<file path="src/rtl/mod_n_updown_counter_if.sv">
// Control/status bundle for mod_n_updown_counter: count controls in, count and flags out.
interface mod_n_updown_counter_if #(
   parameter int unsigned WIDTH = 4
) ();
   logic             en;
   logic             up_dn;
   logic             load;
   logic [WIDTH-1:0] load_val;
   logic [WIDTH-1:0] cnt;
   logic             tc;
   logic             wrap;

   modport master (
      output en, up_dn, load, load_val,
      input  cnt, tc, wrap
   );

   modport slave (
      input  en, up_dn, load, load_val,
      output cnt, tc, wrap
   );
endinterface

</file>
<file path="src/rtl/mod_n_updown_counter.sv">
// Parametrised synchronous modulo-N up/down counter with load, terminal-count and wrap flags.
// Define MOD_N_CNT_SAT_EN to saturate at the limits instead of wrapping (wrap then stays 0).
module mod_n_updown_counter #(
   parameter int unsigned     WIDTH   = 4,
   parameter longint unsigned MODULUS = 64'd16
) (
   input logic                   clk,
   input logic                   rst,
   mod_n_updown_counter_if.slave bus
);

   localparam longint unsigned  MOD_LIMIT = 64'd1 << WIDTH;
   localparam logic [WIDTH-1:0] MAX_VAL   = WIDTH'(MODULUS - 64'd1);

`ifdef MOD_N_CNT_SAT_EN
   localparam bit SAT_MODE = 1'b1;
`else
   localparam bit SAT_MODE = 1'b0;
`endif

   // Value taken when a count step runs past a limit: the same limit when saturating.
   localparam logic [WIDTH-1:0] ROLL_UP_VAL = SAT_MODE ? MAX_VAL : '0;
   localparam logic [WIDTH-1:0] ROLL_DN_VAL = SAT_MODE ? '0 : MAX_VAL;

   if (WIDTH < 2 || WIDTH > 32) begin : g_bad_width
      $error("mod_n_updown_counter: WIDTH=%0d outside 2..32", WIDTH);
   end
   if (MODULUS < 64'd2 || MODULUS > MOD_LIMIT) begin : g_bad_modulus
      $error("mod_n_updown_counter: MODULUS=%0d outside 2..2**WIDTH", MODULUS);
   end

   logic [WIDTH-1:0] cnt_q;
   logic [WIDTH-1:0] cnt_d;
   logic             wrap_q;
   logic             wrap_d;
   logic             roll_c;
   logic             at_top;
   logic             at_bot;

   assign at_top = (cnt_q == MAX_VAL);
   assign at_bot = (cnt_q == '0);

   // Next count: load beats enable, enable beats hold.
   always_comb begin
      cnt_d  = cnt_q;
      roll_c = 1'b0;
      if (bus.load) begin
         cnt_d = (bus.load_val > MAX_VAL) ? MAX_VAL : bus.load_val;
      end else if (bus.en) begin
         if (bus.up_dn) begin
            if (at_top) begin
               cnt_d  = ROLL_UP_VAL;
               roll_c = 1'b1;
            end else begin
               cnt_d = cnt_q + WIDTH'(1);
            end
         end else begin
            if (at_bot) begin
               cnt_d  = ROLL_DN_VAL;
               roll_c = 1'b1;
            end else begin
               cnt_d = cnt_q - WIDTH'(1);
            end
         end
      end
      wrap_d = roll_c & ~SAT_MODE;
   end

   always_ff @(posedge clk or negedge rst) begin
      if (!rst) begin
         cnt_q  <= '0;
         wrap_q <= 1'b0;
      end else begin
         cnt_q  <= cnt_d;
         wrap_q <= wrap_d;
      end
   end

   // Terminal count looks ahead at the coming edge so it can enable a cascaded stage.
   assign bus.tc   = bus.en & ~bus.load &
                     ((bus.up_dn & at_top) | (~bus.up_dn & at_bot));
   assign bus.cnt  = cnt_q;
   assign bus.wrap = wrap_q;

endmodule

</file>
<file path="src/flat_wrapper.sv">
// flat-port wrapper written by rule: the top's interface ports become plain ports
module mod_n_updown_counter_flat 
#(
   parameter int unsigned     WIDTH   = 4,
   parameter longint unsigned MODULUS = 64'd16
)
  (clk, rst, bus_en, bus_up_dn, bus_load, bus_load_val, bus_cnt, bus_tc, bus_wrap);
  mod_n_updown_counter_if #(.WIDTH(WIDTH)) bus_i ();
  input logic clk;
  input logic rst;
  input wire logic [$bits(bus_i.en)-1:0] bus_en;
  input wire logic [$bits(bus_i.up_dn)-1:0] bus_up_dn;
  input wire logic [$bits(bus_i.load)-1:0] bus_load;
  input wire logic [$bits(bus_i.load_val)-1:0] bus_load_val;
  output wire logic [$bits(bus_i.cnt)-1:0] bus_cnt;
  output wire logic [$bits(bus_i.tc)-1:0] bus_tc;
  output wire logic [$bits(bus_i.wrap)-1:0] bus_wrap;
  assign bus_i.en = bus_en;
  assign bus_i.up_dn = bus_up_dn;
  assign bus_i.load = bus_load;
  assign bus_i.load_val = bus_load_val;
  assign bus_cnt = bus_i.cnt;
  assign bus_tc = bus_i.tc;
  assign bus_wrap = bus_i.wrap;
  mod_n_updown_counter #(.WIDTH(WIDTH), .MODULUS(MODULUS)) u_core (.clk(clk), .rst(rst), .bus(bus_i));
endmodule
</file>
<file path="config.mk">
export PLATFORM = sky130hd
export DESIGN_NAME = mod_n_updown_counter_flat
export DESIGN_NICKNAME = d
export VERILOG_FILES = /design/src/rtl/mod_n_updown_counter_if.sv /design/src/rtl/mod_n_updown_counter.sv /design/src/flat_wrapper.sv
export SDC_FILE = /design/constraint.sdc
export NUM_CORES = 1
export LEC_CHECK = 0
export CAP_MARGIN = 40
export CORE_AREA = 5 5 42 44
export DETAILED_ROUTE_END_ITERATION = 16
export DIE_AREA = 0 0 47 49
export PLACE_DENSITY = 0.65
export SETUP_SLACK_MARGIN = 0.05
export SLEW_MARGIN = 40
export SYNTH_ARGS = -nofsm -noshare
export SYNTH_HDL_FRONTEND = slang
export SYNTH_SLANG_ARGS = --single-unit
</file>
<file path="constraint.sdc">
create_clock -name clk -period 1.55 [get_ports clk]
set_input_delay 0.31 -clock clk [delete_from_list [all_inputs] [get_ports clk]]
set_output_delay 0.31 -clock clk [all_outputs]
set_load 0.01 [all_outputs]
</file>
# [Word-level counts from Yosys, hierarchy flattened]
# Index checks and enable logic that the tools add are counted.
[word_totals] regBits=5 latchBits=0 mem_bits_rw=0 mem_bits_ro=0 input_bits=9 output_inout_bits=6 elab_cells=26 n_memories=0
[op_classes] n_addsub=2 n_mul=0 div=0 order_cmp=1 n_eq_ne=1 shift=0 muxes=11 n_bitwise=7 reduce_logical=2
[ops] operator="$mux 4" count=6
[ops] operator="$mux 1" count=5
[ops] operator="$add 4x1->4 const B" count=1
[ops] operator="$and 1x1->1" count=4
[ops] operator="$eq 4x4->1 const B" count=1
[ops] operator="$gt 4x4->1 const B" count=1
[ops] operator="$logic_not 4->1" count=1
[ops] operator="$sub 4x1->4 const B" count=1
[ops] operator="$not 1->1" count=2
[ops] operator="$reduce_bool 2->1" count=1
[ops] operator="$or 1x1->1" count=1

# [Depth between registers and ports, before layout]
[depth] word_depth=5 mapped_depth=6 depth_no_buf=6

# [Worst setup path before layout]
# No wires, ideal clock.
[synth_path] kind="reg2out" start="register u_core.cnt_q[0], in the netlist u_core.bus.cnt[0]" end="output port bus_tc" arrival_ps=1403 path_slack_ps=-163 stages_incl_launch_ff=6 path_buffers=0 path_cell_list="dfrtp_1 -> inv_1 -> ha_1 -> nor4b_1 -> a21oi_1 -> nor3b_1"
[synth_via] elab_chain_cells=4
[synth_lines] element="start: declaration" line="mod_n_updown_counter.sv:32" source="logic [WIDTH-1:0] cnt_q;"
[synth_lines] element="start signal: assignment" line="mod_n_updown_counter.sv:74" source="cnt_q <= cnt_d;"
[synth_lines] element="$eq 4x4->1 or $logic_not 4->1 (tied branches)" line="mod_n_updown_counter.sv:40, mod_n_updown_counter.sv:41"
[synth_lines] element="$and 1x1->1" line="mod_n_updown_counter.sv:81" source="((bus.up_dn & at_top) | (~bus.up_dn & at_bot));"
[synth_lines] element="$or 1x1->1 *" line="mod_n_updown_counter.sv:81"
[synth_lines] element="$and 1x1->1 *" line="mod_n_updown_counter.sv:80" source="assign bus.tc = bus.en & ~bus.load &"
[synth_lines] element="end: declaration" line="flat_wrapper.sv:16" source="output wire logic [$bits(bus_i.tc)-1:0] bus_tc;"
# Every way passes the cells marked *; elsewhere a longest branch is shown, timed or not.

# [Worst setup path after layout]
# Same ends and word-level chain as after synthesis.

==> flow_metrics.env <==
export IMPL_drt_initial_drc_count=8
export IMPL_rsz0062_at_grt="true"
export IMPL_r2r_start="u_core.bus.cnt[0]"
export IMPL_place_hpwl_um=865.9
export IMPL_ys_seq_elements=5
export IMPL_io_pins=15
export IMPL_grt_busiest_layer="met2"
export IMPL_setup_violations_final=2
export IMPL_cts_root_buf="clkbuf_4"
export IMPL_max_freq_mhz=542.6
export IMPL_power_switching_mw=0.2030
export IMPL_synth_edf_count=0
export IMPL_sequentialPowerShare=0.274
export IMPL_leakage_nw=0.3367
export IMPL_holdWs_ps=281.9
export IMPL_crit_chain="inv_2 -> ha_4 -> nor4b_4 -> a21oi_4 -> nor3b_2 -> buf_2"
export IMPL_peakVddDrop_uv=526.9
export IMPL_syn_area_um2=377.9
export IMPL_first_pass_iters=4
export IMPL_max_stage_delay_ps=420
export IMPL_dr_total_vias=439
export IMPL_worst_path_max_delay_cell="dfrtp_2"
export IMPL_clk_latency_ps=240
export IMPL_synth_top_area_frac=0.3311
export IMPL_viasPerCell=4.670
export IMPL_critPathLaunchType="flop"
export IMPL_die_h_um=49
export IMPL_synth_area_leaders="dfrtp_1 33%, o21ai_0 7.9%, xnor2_1 7.0%, ha_1 6.6%, mux2_2 6.0%"
export IMPL_syn_instance_count=44
export IMPL_gp_congestion=0.8020
export IMPL_clock_skew_ps=2.176
export IMPL_r2r_slack_ps=-150
export IMPL_slew_headroom=0.8025
export IMPL_synth_seq_area_share=0.3311
export IMPL_cts_tree="done"
export IMPL_final_common_cell="buf_4"
export IMPL_numCtsBuffers=3
export IMPL_final_util=0.5446
export IMPL_synth_nets=55
export IMPL_intPower_mw=0.4226
export IMPL_die_area_um2=2303
export IMPL_ys_warn_count=0
export IMPL_hold_buffers=0
export IMPL_synth_flop_cell="dfrtp_1"
export IMPL_cp_arrival_ps=1530
export IMPL_die_w_um=47
export IMPL_cts_num_sinks=5
export IMPL_report_final_slew_viol_count=0
export IMPL_cap_viol_max_count=0
export IMPL_violations="negative setup slack"
export IMPL_met3_usage=0.03321
export IMPL_met2_usage=0.1900
export IMPL_hold_violations=0
export IMPL_endpoint_kind="output pin"
export IMPL_drive_gt1_frac=0.5128
export IMPL_yosysTopAreaCell="dfrtp_1"
export IMPL_layout_common_cells="18 x buf_4, 7 x clkdlybuf4s50_1, 5 x o21ai_0, 5 x dlygate4sd2_1, 4 x nand2_1"
export IMPL_ys_types=22
export IMPL_rr_worst_depth=9
export IMPL_critical_path_class="reg -> out"
export IMPL_wl_per_cell_um=12.33
export IMPL_powerDensity_nw_per_um2=819.7
export IMPL_period_share=1.189
export IMPL_path_max_fanout=4
export IMPL_status="finished, violations left"
export IMPL_initial_core_util=0.2696
export IMPL_cts_htree_levels=1
export IMPL_drc=0
export IMPL_rows=14
export IMPL_clk_pin_slew_ps=40
export IMPL_synth_area_per_cell_um2=8.588
export IMPL_grt_usage=0.1238
export IMPL_port_buffer_count=14
export IMPL_async_flop_share=1.000
export IMPL_antenna_found_initial=0
export IMPL_ant_nets=0
export IMPL_totalWireLength_um=1159
export IMPL_clkPwrFrac=0.243
export IMPL_synthToLayoutAreaGrowth_pct=102.0
export IMPL_min_period_ps=1843
export IMPL_p_comb_frac=0.484
export IMPL_startpoint="u_core.bus.cnt[0]"
export IMPL_grt_pass1_wl_um=2035
export IMPL_timing_final_ws_setup_ps=-292.9
export IMPL_worst_pin_slew_ps=295.1
export IMPL_use_met1=0.1359
export IMPL_r2r_end="u_core.bus.wrap"
export IMPL_max_clock_path_buffers=2
export IMPL_grt_overflow=0
export IMPL_antennaDiodeCount=0
export IMPL_grt_max_degree=8
export IMPL_core_um2=1401
export IMPL_power_switching_share=0.3245
export IMPL_hp_class="in -> async"
export IMPL_critPathCapture="bus_tc"
export IMPL_layout_nets=90
export IMPL_fillers=135
export IMPL_p_total_mw=0.6256
export IMPL_grt_pass1_vias=462
export IMPL_cp_required_ps=1240
==> cell type report <==
| cell class | instances | area (um^2) | area share |
|---|---|---|---|
| multi-input combinational | 34 | 311.5 | 0.4082 |
| timing repair buffer | 32 | 266.5 | 0.3492 |
| sequential | 5 | 127.6 | 0.1672 |
| clock buffer | 4 | 26.28 | 0.03443 |
| tap | 16 | 20.02 | 0.02623 |
| inverter | 3 | 11.26 | 0.01475 |
==> stage by stage <==
stage	setup WS (ps)	instances	cell area, um^2	TNS, ps
floorplan	59.92	44	416.7	0
global placement	-674.3	85	665.6	-1337
detailed placement	-704.6	85	665.6	-1359
CTS	-272.5	93	728.2	-291.8
global route	-419.4	94	763.2	-692.3
finish	-292.9	94	763.2	-447.9
==> worst max-delay path, delay by kind of cell (launching register included) <==
| kind | cells | cell delay, ps |
|---|---|---|
| AOI/OAI and AO/OA | 1 | 60 |
| and+or+nand+nor | 2 | 440 |
| buffers and inverters | 2 | 240 |
| DFF | 1 | 420 |
| adders and majority gates | 1 | 130 |
==> cell usage after synthesis, types with 2 or more instances <==
library cell  number
ha_1               2
o21ai_0            6
nor3b_1            3
inv_1              2
xnor2_1            3
nand2_1            4
dfrtp_1            5
mux2_2             2
a21oi_1            3
nor2_1             2
==> power by group through the flow <==
stage	registers (mW)	logic, mW	clock network [mW]
3_3_place_gp	0.172	0.272	0
2_1_floorplan	0.192	0.108	0
3_5_place_dp	0.172	0.275	0
6_report	0.171	0.303	0.152
5_1_grt	0.173	0.336	0.173
4_1_cts	0.172	0.284	0.159
==> state kept, by name, summed over array words and instances, names as in the netlist <==
name / count
u_core.bus.wrap: 1
u_core.bus.cnt: 4
==> logic make-up after synthesis <==
kind of cell,Yosys count,synth area share
muxes,3,0.08609
buffers and inverters,5,0.05296
and+or+nand+nor,14,0.2086
DFF,5,0.3311
AOI/OAI and AO/OA,12,0.1854
adders and majority gates,2,0.06621
xor gates and xnor gates,3,0.06955
==> routing by layer <==
metal / routed length, um / vias up
met5: 0 / -
met4: 40 / 0
met3: 74 / 5
met2: 603 / 18
met1: 441 / 195
li1: - / 221
==> timing repair <==
action,4_1_cts,5_1_grt
pin swaps,3,4
resized for setup,13,7
setup buffers,4,2
setup endpoints to repair,6,5
==> worst min-delay path by stage <==
stage	slack, ps	cells past startpoint	start	to
global route	280	1	rst	u_core.bus.cnt[2]
detailed placement	550	1	rst	u_core.bus.cnt[3]
finish	280	1	rst	u_core.bus.cnt[2]
CTS	280	1	rst	u_core.bus.cnt[2]
floorplan	10	0	rst	u_core.bus.cnt[0]
global placement	550	1	rst	u_core.bus.cnt[3]
No activity file was read; power rests on OpenSTA's default activity.
